## config.mk

```make
export PLATFORM = sky130hd
export DESIGN_NAME = regfile_sb
export DESIGN_NICKNAME = d
export VERILOG_FILES = /design/src/rtl/regfile_pkg.sv /design/src/rtl/regfile_scoreboard.sv /design/src/rtl/regfile_sb.sv
export SDC_FILE = /design/constraint.sdc
export NUM_CORES = 2
export LEC_CHECK = 0
export CAP_MARGIN = 0
export CORE_UTILIZATION = 57
export DETAILED_ROUTE_END_ITERATION = 10
export PLACE_DENSITY = 0.75
export REMOVE_ABC_BUFFERS = 1
export SLEW_MARGIN = 20
export SYNTH_ARGS = -nofsm -noshare
export SYNTH_HDL_FRONTEND = slang
export SYNTH_SLANG_ARGS = --single-unit
```

## constraint.sdc

```tcl
create_clock -name clk -period 2.7 [get_ports clk]
set_input_delay 0.405 -clock clk [delete_from_list [all_inputs] [get_ports clk]]
set_output_delay 0.405 -clock clk [all_outputs]
set_load 0.02 [all_outputs]
```

## src/rtl/regfile_pkg.sv

```systemverilog
// Shared defaults, index/data types and helpers for the regfile_sb register file.
package regfile_pkg;
  localparam int XLEN_D   = 32;
  localparam int NREG_D   = 32;
  localparam int NUM_RD_D = 2;
  localparam int AW_D     = $clog2(NREG_D);

  typedef logic [AW_D-1:0]   reg_idx_t;
  typedef logic [XLEN_D-1:0] xword_t;

  // Callers zero-extend their index so the helper works for any register count.
  function automatic logic is_zero_reg(input logic [31:0] idx);
    return (idx == 32'd0);
  endfunction
endpackage

```

## src/rtl/regfile_scoreboard.sv

```systemverilog
// Pending-write scoreboard: one bit per register plus a registered popcount.
module regfile_scoreboard
  import regfile_pkg::*;
#(
  parameter  int NREG     = NREG_D,
  parameter  int ZERO_REG = 1,
  localparam int AW       = $clog2(NREG)
) (
  input  logic            clk,
  input  logic            rst,
  input  logic            issue_vld,
  input  logic [AW-1:0]   issue_rd,
  input  logic            regwr,
  input  logic [AW-1:0]   rw,
  output logic [NREG-1:0] pend,
  output logic [AW:0]     pend_cnt,
  output logic            any_pend
);
  logic set_en;
  logic set_new;
  logic clr_eff;

  // Count deltas only reflect real bit transitions, so the count never drifts from popcount.
  always_comb begin
    set_en  = issue_vld && ((ZERO_REG == 0) || !is_zero_reg(32'(issue_rd)));
    set_new = set_en && !pend[issue_rd];
    clr_eff = regwr && pend[rw] && !(set_en && (issue_rd == rw));
  end

  always_ff @(posedge clk or negedge rst) begin
    if (!rst) begin
      pend     <= '0;
      pend_cnt <= '0;
    end else begin
      if (regwr)  pend[rw]       <= 1'b0;
      // Issued later so a same-register set overrides the writeback clear.
      if (set_en) pend[issue_rd] <= 1'b1;
      pend_cnt <= pend_cnt + (AW+1)'(set_new) - (AW+1)'(clr_eff);
    end
  end

  assign any_pend = (pend_cnt != '0);
endmodule

```

## src/rtl/regfile_sb.sv

```systemverilog
// Integer register file with async read ports, one sync write port and a pending-write scoreboard.
// Define REGFILE_BYPASS_EN for same-cycle write-to-read forwarding.
module regfile_sb
  import regfile_pkg::*;
#(
  parameter  int XLEN     = XLEN_D,
  parameter  int NREG     = NREG_D,
  parameter  int NUM_RD   = NUM_RD_D,
  parameter  int ZERO_REG = 1,
  localparam int AW       = $clog2(NREG)
) (
  input  logic                   clk,
  input  logic                   rst,
  input  logic [NUM_RD*AW-1:0]   ra,
  output logic [NUM_RD*XLEN-1:0] rdata,
  output logic [NUM_RD-1:0]      rd_busy,
  input  logic                   regwr,
  input  logic [AW-1:0]          rw,
  input  logic [XLEN-1:0]        busw,
  input  logic                   issue_vld,
  input  logic [AW-1:0]          issue_rd,
  output logic [AW:0]            pend_cnt,
  output logic                   any_pend
);
  logic [XLEN-1:0] regs [NREG];
  logic [NREG-1:0] pend;
  logic            wr_ok;

  assign wr_ok = regwr && ((ZERO_REG == 0) || !is_zero_reg(32'(rw)));

  always_ff @(posedge clk or negedge rst) begin
    if (!rst) begin
      for (int k = 0; k < NREG; k++) regs[k] <= '0;
    end else if (wr_ok) begin
      regs[rw] <= busw;
    end
  end

  regfile_scoreboard #(
    .NREG     (NREG),
    .ZERO_REG (ZERO_REG)
  ) u_sb (
    .clk       (clk),
    .rst       (rst),
    .issue_vld (issue_vld),
    .issue_rd  (issue_rd),
    .regwr     (regwr),
    .rw        (rw),
    .pend      (pend),
    .pend_cnt  (pend_cnt),
    .any_pend  (any_pend)
  );

  for (genvar i = 0; i < NUM_RD; i++) begin : g_rd
    logic [AW-1:0]   ra_i;
    logic [XLEN-1:0] rd_i;
    logic            busy_i;
    logic            zero_i;

    assign ra_i   = ra[i*AW +: AW];
    assign zero_i = (ZERO_REG != 0) && is_zero_reg(32'(ra_i));

    always_comb begin
      rd_i   = regs[ra_i];
      busy_i = pend[ra_i];
`ifdef REGFILE_BYPASS_EN
      // A same-cycle re-issue of the written register keeps the reader stalled.
      if (wr_ok && (rw == ra_i)) begin
        rd_i   = busw;
        busy_i = issue_vld && (issue_rd == rw);
      end
`endif
      if (zero_i) begin
        rd_i   = '0;
        busy_i = 1'b0;
      end
    end

    assign rdata[i*XLEN +: XLEN] = rd_i;
    assign rd_busy[i]            = busy_i;
  end
endmodule

```

## Yosys cells after proc, flatten, opt, wreduce, memory -nomap -nowiden

Cells that the tools add are included.

| storage, ports and cells | value |
|---|---|
| flip-flop bits (word level) | 1062 |
| input bits | 56 |

| cells by class | value |
|---|---|
| equality and inequality tests | 1 |
| add/subtract/negate cells | 2 |
| order comparisons | 10 |
| mux-type cells | 27 |
| bitwise logic cells | 6 |
| reductions and logical operators | 18 |

Operators with widths:

| cell | number |
|---|---|
| $bwmux W1024 | 1 |
| $bmux W32 S5 | 2 |
| $mux W32 | 9 |
| $demux W32 S5 | 1 |
| $and A32 B32 Y32 | 1 |
| $not A32 Y32 | 1 |
| $or A32 B32 Y32 | 1 |
| $lt A5 B6 Y1 const B | 4 |
| $bmux W1 S5 | 4 |
| $logic_not A5 Y1 | 4 |
| $ge A6 B6 Y1 const B | 3 |
| $not A5 Y6 | 3 |
| $demux W1 S5 | 2 |
| $ge A5 B1 Y1 const B | 2 |
| $logic_and A1 B1 Y1 | 9 |
| $mux W1 | 8 |
| $add A6 B1 Y6 | 1 |
| $lt A6 B1 Y1 const B | 1 |
| $reduce_bool A6 Y1 | 1 |
| $sub A6 B1 Y6 | 1 |
| $eq A5 B5 Y1 | 1 |
| $logic_not A1 Y1 | 4 |

## Longest topological paths before layout

| depth | value |
|---|---|
| depth after elaboration | 9 |
| depth in mapped cells | 14 |
| depth with buffers taken out | 12 |

## Modules after synthesis

From an unflattened synthesis, not the netlist that was laid out.

| second synthesis, totals | value |
|---|---|
| cell total of the unflattened synthesis | 3884 |
| area total of the unflattened synthesis | 57821.7 sq um |

By module, submodules not included:

| module | area an instance (sq um) | times used | sequential area each (sq um) | cells an instance |
|---|---|---|---|---|
| regfile_sb | 55461.9 | 1 | 25624.6 | 3655 |
| regfile_scoreboard | 2359.8 | 1 | 950.9 | 229 |

## Worst setup path before layout

OpenSTA, ideal clock, no wires.

| timing path | value |
|---|---|
| path kind | input -> register |
| start | input rw[0] |
| end | register u_sb.pend_cnt[5] |
| slack | -0.489 ns |
| arrival time | 3.049 ns |
| buffers on the path | 2 |
| required time | 2.560 ns |
| setup time | 0.140 ns |
| stages on the path | 12 |
| cells stage by stage | buf_2 > buf_2 > mux4_2 > a221oi_1 > a31oi_1 > ha_1 > inv_1 > ha_1 > a21o_1 > a21o_1 > a2111oi_0 > a311oi_1 |

| between the ends | value |
|---|---|
| word-level cells in the longest chain between the ends | 5 |

Ends and longest elaborated chain:

| what | RTL line | source |
|---|---|---|
| start: declaration | regfile_sb.sv:18 | `input logic [AW-1:0] rw,` |
| $bmux W1 S5 / $eq A5 B5 Y1 (equally long branches) | regfile_scoreboard.sv:27 | `clr_eff = regwr && pend[rw] && !(set_en && (issue_rd == rw));` |
| $mux W1 (implied by the code) / $logic_and A1 B1 Y1 (equally long branches) | regfile_scoreboard.sv:27 |  |
| $logic_and A1 B1 Y1 / $logic_not A1 Y1 (equally long branches) | regfile_scoreboard.sv:27 |  |
| $logic_and A1 B1 Y1 (*) | regfile_scoreboard.sv:27 |  |
| $sub A6 B1 Y6 (*) | regfile_scoreboard.sv:38 | `pend_cnt <= pend_cnt + (AW+1)'(set_new) - (AW+1)'(clr_eff);` |
| end signal: assignment | regfile_scoreboard.sv:38 |  |
| end: declaration | regfile_scoreboard.sv:16 | `output logic [AW:0] pend_cnt,` |

Every way passes the cells marked *; elsewhere a longest branch is shown, timed or not. The select of a mux whose other input is x is not followed.
A chain may end at the register's enable or synchronous reset.

## Final worst setup path

| timing path | value |
|---|---|
| start | register u_sb.pend[23] |
| end | output rd_busy[0] |

| between the ends | value |
|---|---|
| word-level cells in the longest chain between the ends | 3 |

Ends and longest elaborated chain:

| what | RTL line | source |
|---|---|---|
| start: declaration | regfile_scoreboard.sv:15 | `output logic [NREG-1:0] pend,` |
| start signal: assignment | regfile_scoreboard.sv:32 | `pend <= '0;` |
| start signal: indexed assignment | regfile_scoreboard.sv:35 | `if (regwr) pend[rw] <= 1'b0;` |
| start signal: indexed assignment | regfile_scoreboard.sv:37 | `if (set_en) pend[issue_rd] <= 1'b1;` |
| $bmux W1 S5 | regfile_sb.sv:65 | `busy_i = pend[ra_i];` |
| $mux W1 (implied by the code) | regfile_sb.sv:65 |  |
| $mux W1 | regfile_sb.sv:73 | `if (zero_i) begin` |
| end: declaration | regfile_sb.sv:16 | `output logic [NUM_RD-1:0] rd_busy,` |

Every way passes these cells. The select of a mux whose other input is x is not followed.

==> run_results.csv <==
group,metric,value,unit
run_status,status,"complete, but fails checks",
run_status,violations,"setup timing",
hold_path,hp-class,"input pin to async pin",
route,ant_nets,0,
sta,max_freq,335,MHz
global_route,grt_use_met2,57.9,%
global_route,grt_max_degree,100,
die,core_region_area,98900,sq um
critical_path,crit_type,"flip-flop to primary output",
layout,syn_to_final_growth,25.1,%
global_route,grt_busiest_layer,"met2",
layout,layout.cells.non_filler,5829,
power,finalPower,49.9,mW
clock_network,cts_buffers,114,
synthesis,synthFlopType,"dfrtp_1",
synthesis,ys_seq_area_share,46.5,%
sta,slew_headroom,57.4,%
layout,nets,4510,
synthesis,yosysWarningCount,0,
power,clock_power_share,31.7,%
sta,setup_ws,-281,ps
critical_path,endpoint_kind,"primary output",
route,firstDrtPassIters,5,
layout,post-route-cell-area,71500,sq um
clock_network,htreeDepth,3,
placed_design,port_buffers,128,
global_route,grt_pass1_wl,280000,um
critical_path,worst-endpoint-required,2300,ps
clock_network,clk_latency,710,ps
route,drc,0,
route,wl,187000,um
power,power.switching,14.4,mW
critical_path,path_max_fanout,4,
global_route,grt.overflow.total,0,
route,wl_per_cell,32.0,um
layout,drive_above_1_share,51.1,%
die,start_util,57.8,%
die,die_w,319,um
synthesis,async_reset_ff_share,100,%
synthesis,ys_types,56,
sta,rsz0062_at_grt,"true",
route,via_per_inst,7.00,
sta,fin_hold_ws,203,ps
global_route,met3_usage,8.70,%
die,die_h,319,um
placed_design,place_ws,-1010,ps
power,swShare,28.8,%
clock_network,cts_tree,"yes",
sta,fin_crit_sh,110,%
die,die_area,102000,sq um
placed_design,place_congestion,0.909,
placed_design,hpwl,119000,um
die,num_rows,115,
route,dr.first_iter.drc_count,4335,
power,power-per-cell-area,698,nW/um^2
sta,finClkSkew,8.58,ps
power,p_leak,32.1,nW
placed_design,placedInstanceArea,64600,sq um
synthesis,ys_seq_elements,1062,
power,seqPwrFrac,42.9,%
power,intPower,35.5,mW
sta,maxSlewViolCount,0,
synthesis,synth_edf_count,0,
sta,worstMarginPinSlew,637,ps
critical_path,crit_arrival,2580,ps
power,ir_worst_vdd,621,uV
global_route,grt_pass1_vias,43000,
power,p_comb_share,25.4,%
sta,finalCriticalPeriod,2980,ps
die,ios,129,
clock_network,path_clk_slew,60,ps
clock_network,cts.sinks,1062,
synthesis,synth_area,57100,sq um
sta,hold_viol_final,0,
synthesis,synthCells,3913,
flow_run,maxCapViolCount,0,
route,vias,40800,
global_route,grt_use_met1,48.8,%
synthesis,avgSynthCellArea,14.6,sq um
global_route,grt_use_total,37.0,%
sta,setup_viol,56,
placed_design,numPlacedInstances,5470,
global_route,antenna_found_initial,2,
clock_network,clock_path_buffers,3,
critical_path,cp-start-kind,"flip-flop",
clock_network,cts-root-buf,"clkbuf_16",
==> cell usage after synthesis (all sizes together) (8+ instances only) <==
library cell,instances,share of area (%)
a21oi,47,0.41
o21ai,43,0.38
a22o,80,1.2
nor3,58,0.51
ha,8,0.18
o22ai,54,0.59
inv,12,0.079
o221ai,32,0.49
a211oi,43,0.56
mux2i,306,5.4
clkbuf,235,1.6
a22oi,90,1.2
a2111oi,33,0.51
mux4,413,16
nand2,28,0.18
nor2,26,0.17
buf,218,2.3
mux2,1025,20
nand3,8,0.070
nor2b,23,0.25
nor4,13,0.26
dfrtp,1062,47
==> through the flow <==
step           setup TNS [ps]  util [%]
2_1_floorplan          -73180         -
4_1_cts                 -7170      71.5
6_report                -6590      72.3
5_1_grt                 -9960      72.3
3_5_place_dp           -53560      65.3
3_3_place_gp           -53660      65.3
==> final timing paths <==
check | start | endpoint | slack (ps) | cells after the start
setup / recovery | u_sb.pend[23]$_DFF_PN0_ | rd_busy[0] | -280 | 6
hold / removal | rst | regs[390]$_DFFE_PN0P_ | 200 | 2
setup reg to reg | u_sb.pend[19]$_DFF_PN0_ | u_sb.pend_cnt[4]$_DFF_PN0_ | -100 | 12
hold reg to reg | regs[1002]$_DFFE_PN0P_ | regs[1002]$_DFFE_PN0P_ | 400 | 0
max in group asynchronous | rst | regs[646]$_DFFE_PN0P_ | 1530 | 4
min in group clk | regs[1002]$_DFFE_PN0P_ | regs[1002]$_DFFE_PN0P_ | 400 | 0
==> critical path: stages, from the launching register on <==
cell and delay [ps]:
dfrtp_1 380, buf_4 150, mux4_2 490, mux4_2 480, o22ai_2 130, nor3_2 90, buf_6 140
==> state kept, by name (all words and copies together) (netlist names) <==
name and flops:
regs 1024, u_sb.pend 32, u_sb.pend_cnt 6
==> placed cells by master, fill, tap and decap left out, types with 35 or more instances in the layout <==
cell             count
dfrtp_1           1062
mux2_2             660
buf_4              558
mux4_2             413
mux2_1             362
mux2i_1            306
buf_12             163
clkbuf_16          117
a22oi_1             90
a22o_1              76
buf_6               53
clkdlybuf4s50_1     51
a21oi_1             44
nor3_2              37
a211oi_2            35
==> logic make-up (layout without fill, tap and decap cells) <==
kind of cell	after synthesis	after routing	share of synthesized area, %
AO/OA/AOI/OAI	436	436	5.55
XOR/XNOR	8	8	0.123
adder cells (fa/ha/maj)	9	9	0.210
buffers and inverters	465	1091	3.90
flip-flops	1062	1062	46.5
multiplexers	1744	1744	41.8
other	0	1	0
AND/OR/NAND/NOR	189	191	1.88
==> power groups by stage <==
| stage | sequential [mW] | clock [mW] | combinational, mW |
|---|---|---|---|
| 6_report | 21.4 | 15.8 | 12.7 |
| 3_5_place_dp | 21.5 | 0 | 11.2 |
| 5_1_grt | 21.7 | 16.6 | 13.4 |
| 2_1_floorplan | 20.7 | 0 | 6.90 |
| 4_1_cts | 21.2 | 16.0 | 12.2 |
| 3_3_place_gp | 21.3 | 0 | 10.8 |
==> final cells by class <==
class                      instances  area, sq um
sequential                      1062        26600
inverter                          12         45.0
fill                            6166        27400
clock buffer                     178         3500
tap                             1287         1610
antenna                            1         2.50
timing repair buffer             867         9260
multi-input combinational       2388        30200
clock inverter                    34          304
==> routing by layer <==
| metal | share of wire [%] | vias up |
|---|---|---|
| met5 | 0.0048 | - |
| met4 | 5.7 | 2 |
| met3 | 9.6 | 648 |
| met2 | 47 | 2323 |
| met1 | 38 | 21600 |
| li1 | - | 16300 |
==> what timing repair did <==
| action | CTS | global route |
|---|---|---|
| gates cloned | 10 | 0 |
| setup buffers | 128 | 31 |
| hold buffers | 1 | 0 |
| hold endpoints to repair | 159 | 0 |
| resized for setup | 643 | 88 |
| pin swaps | 152 | 34 |
| setup endpoints to repair | 70 | 69 |
Note: power is estimated with default switching activity, not from simulation.
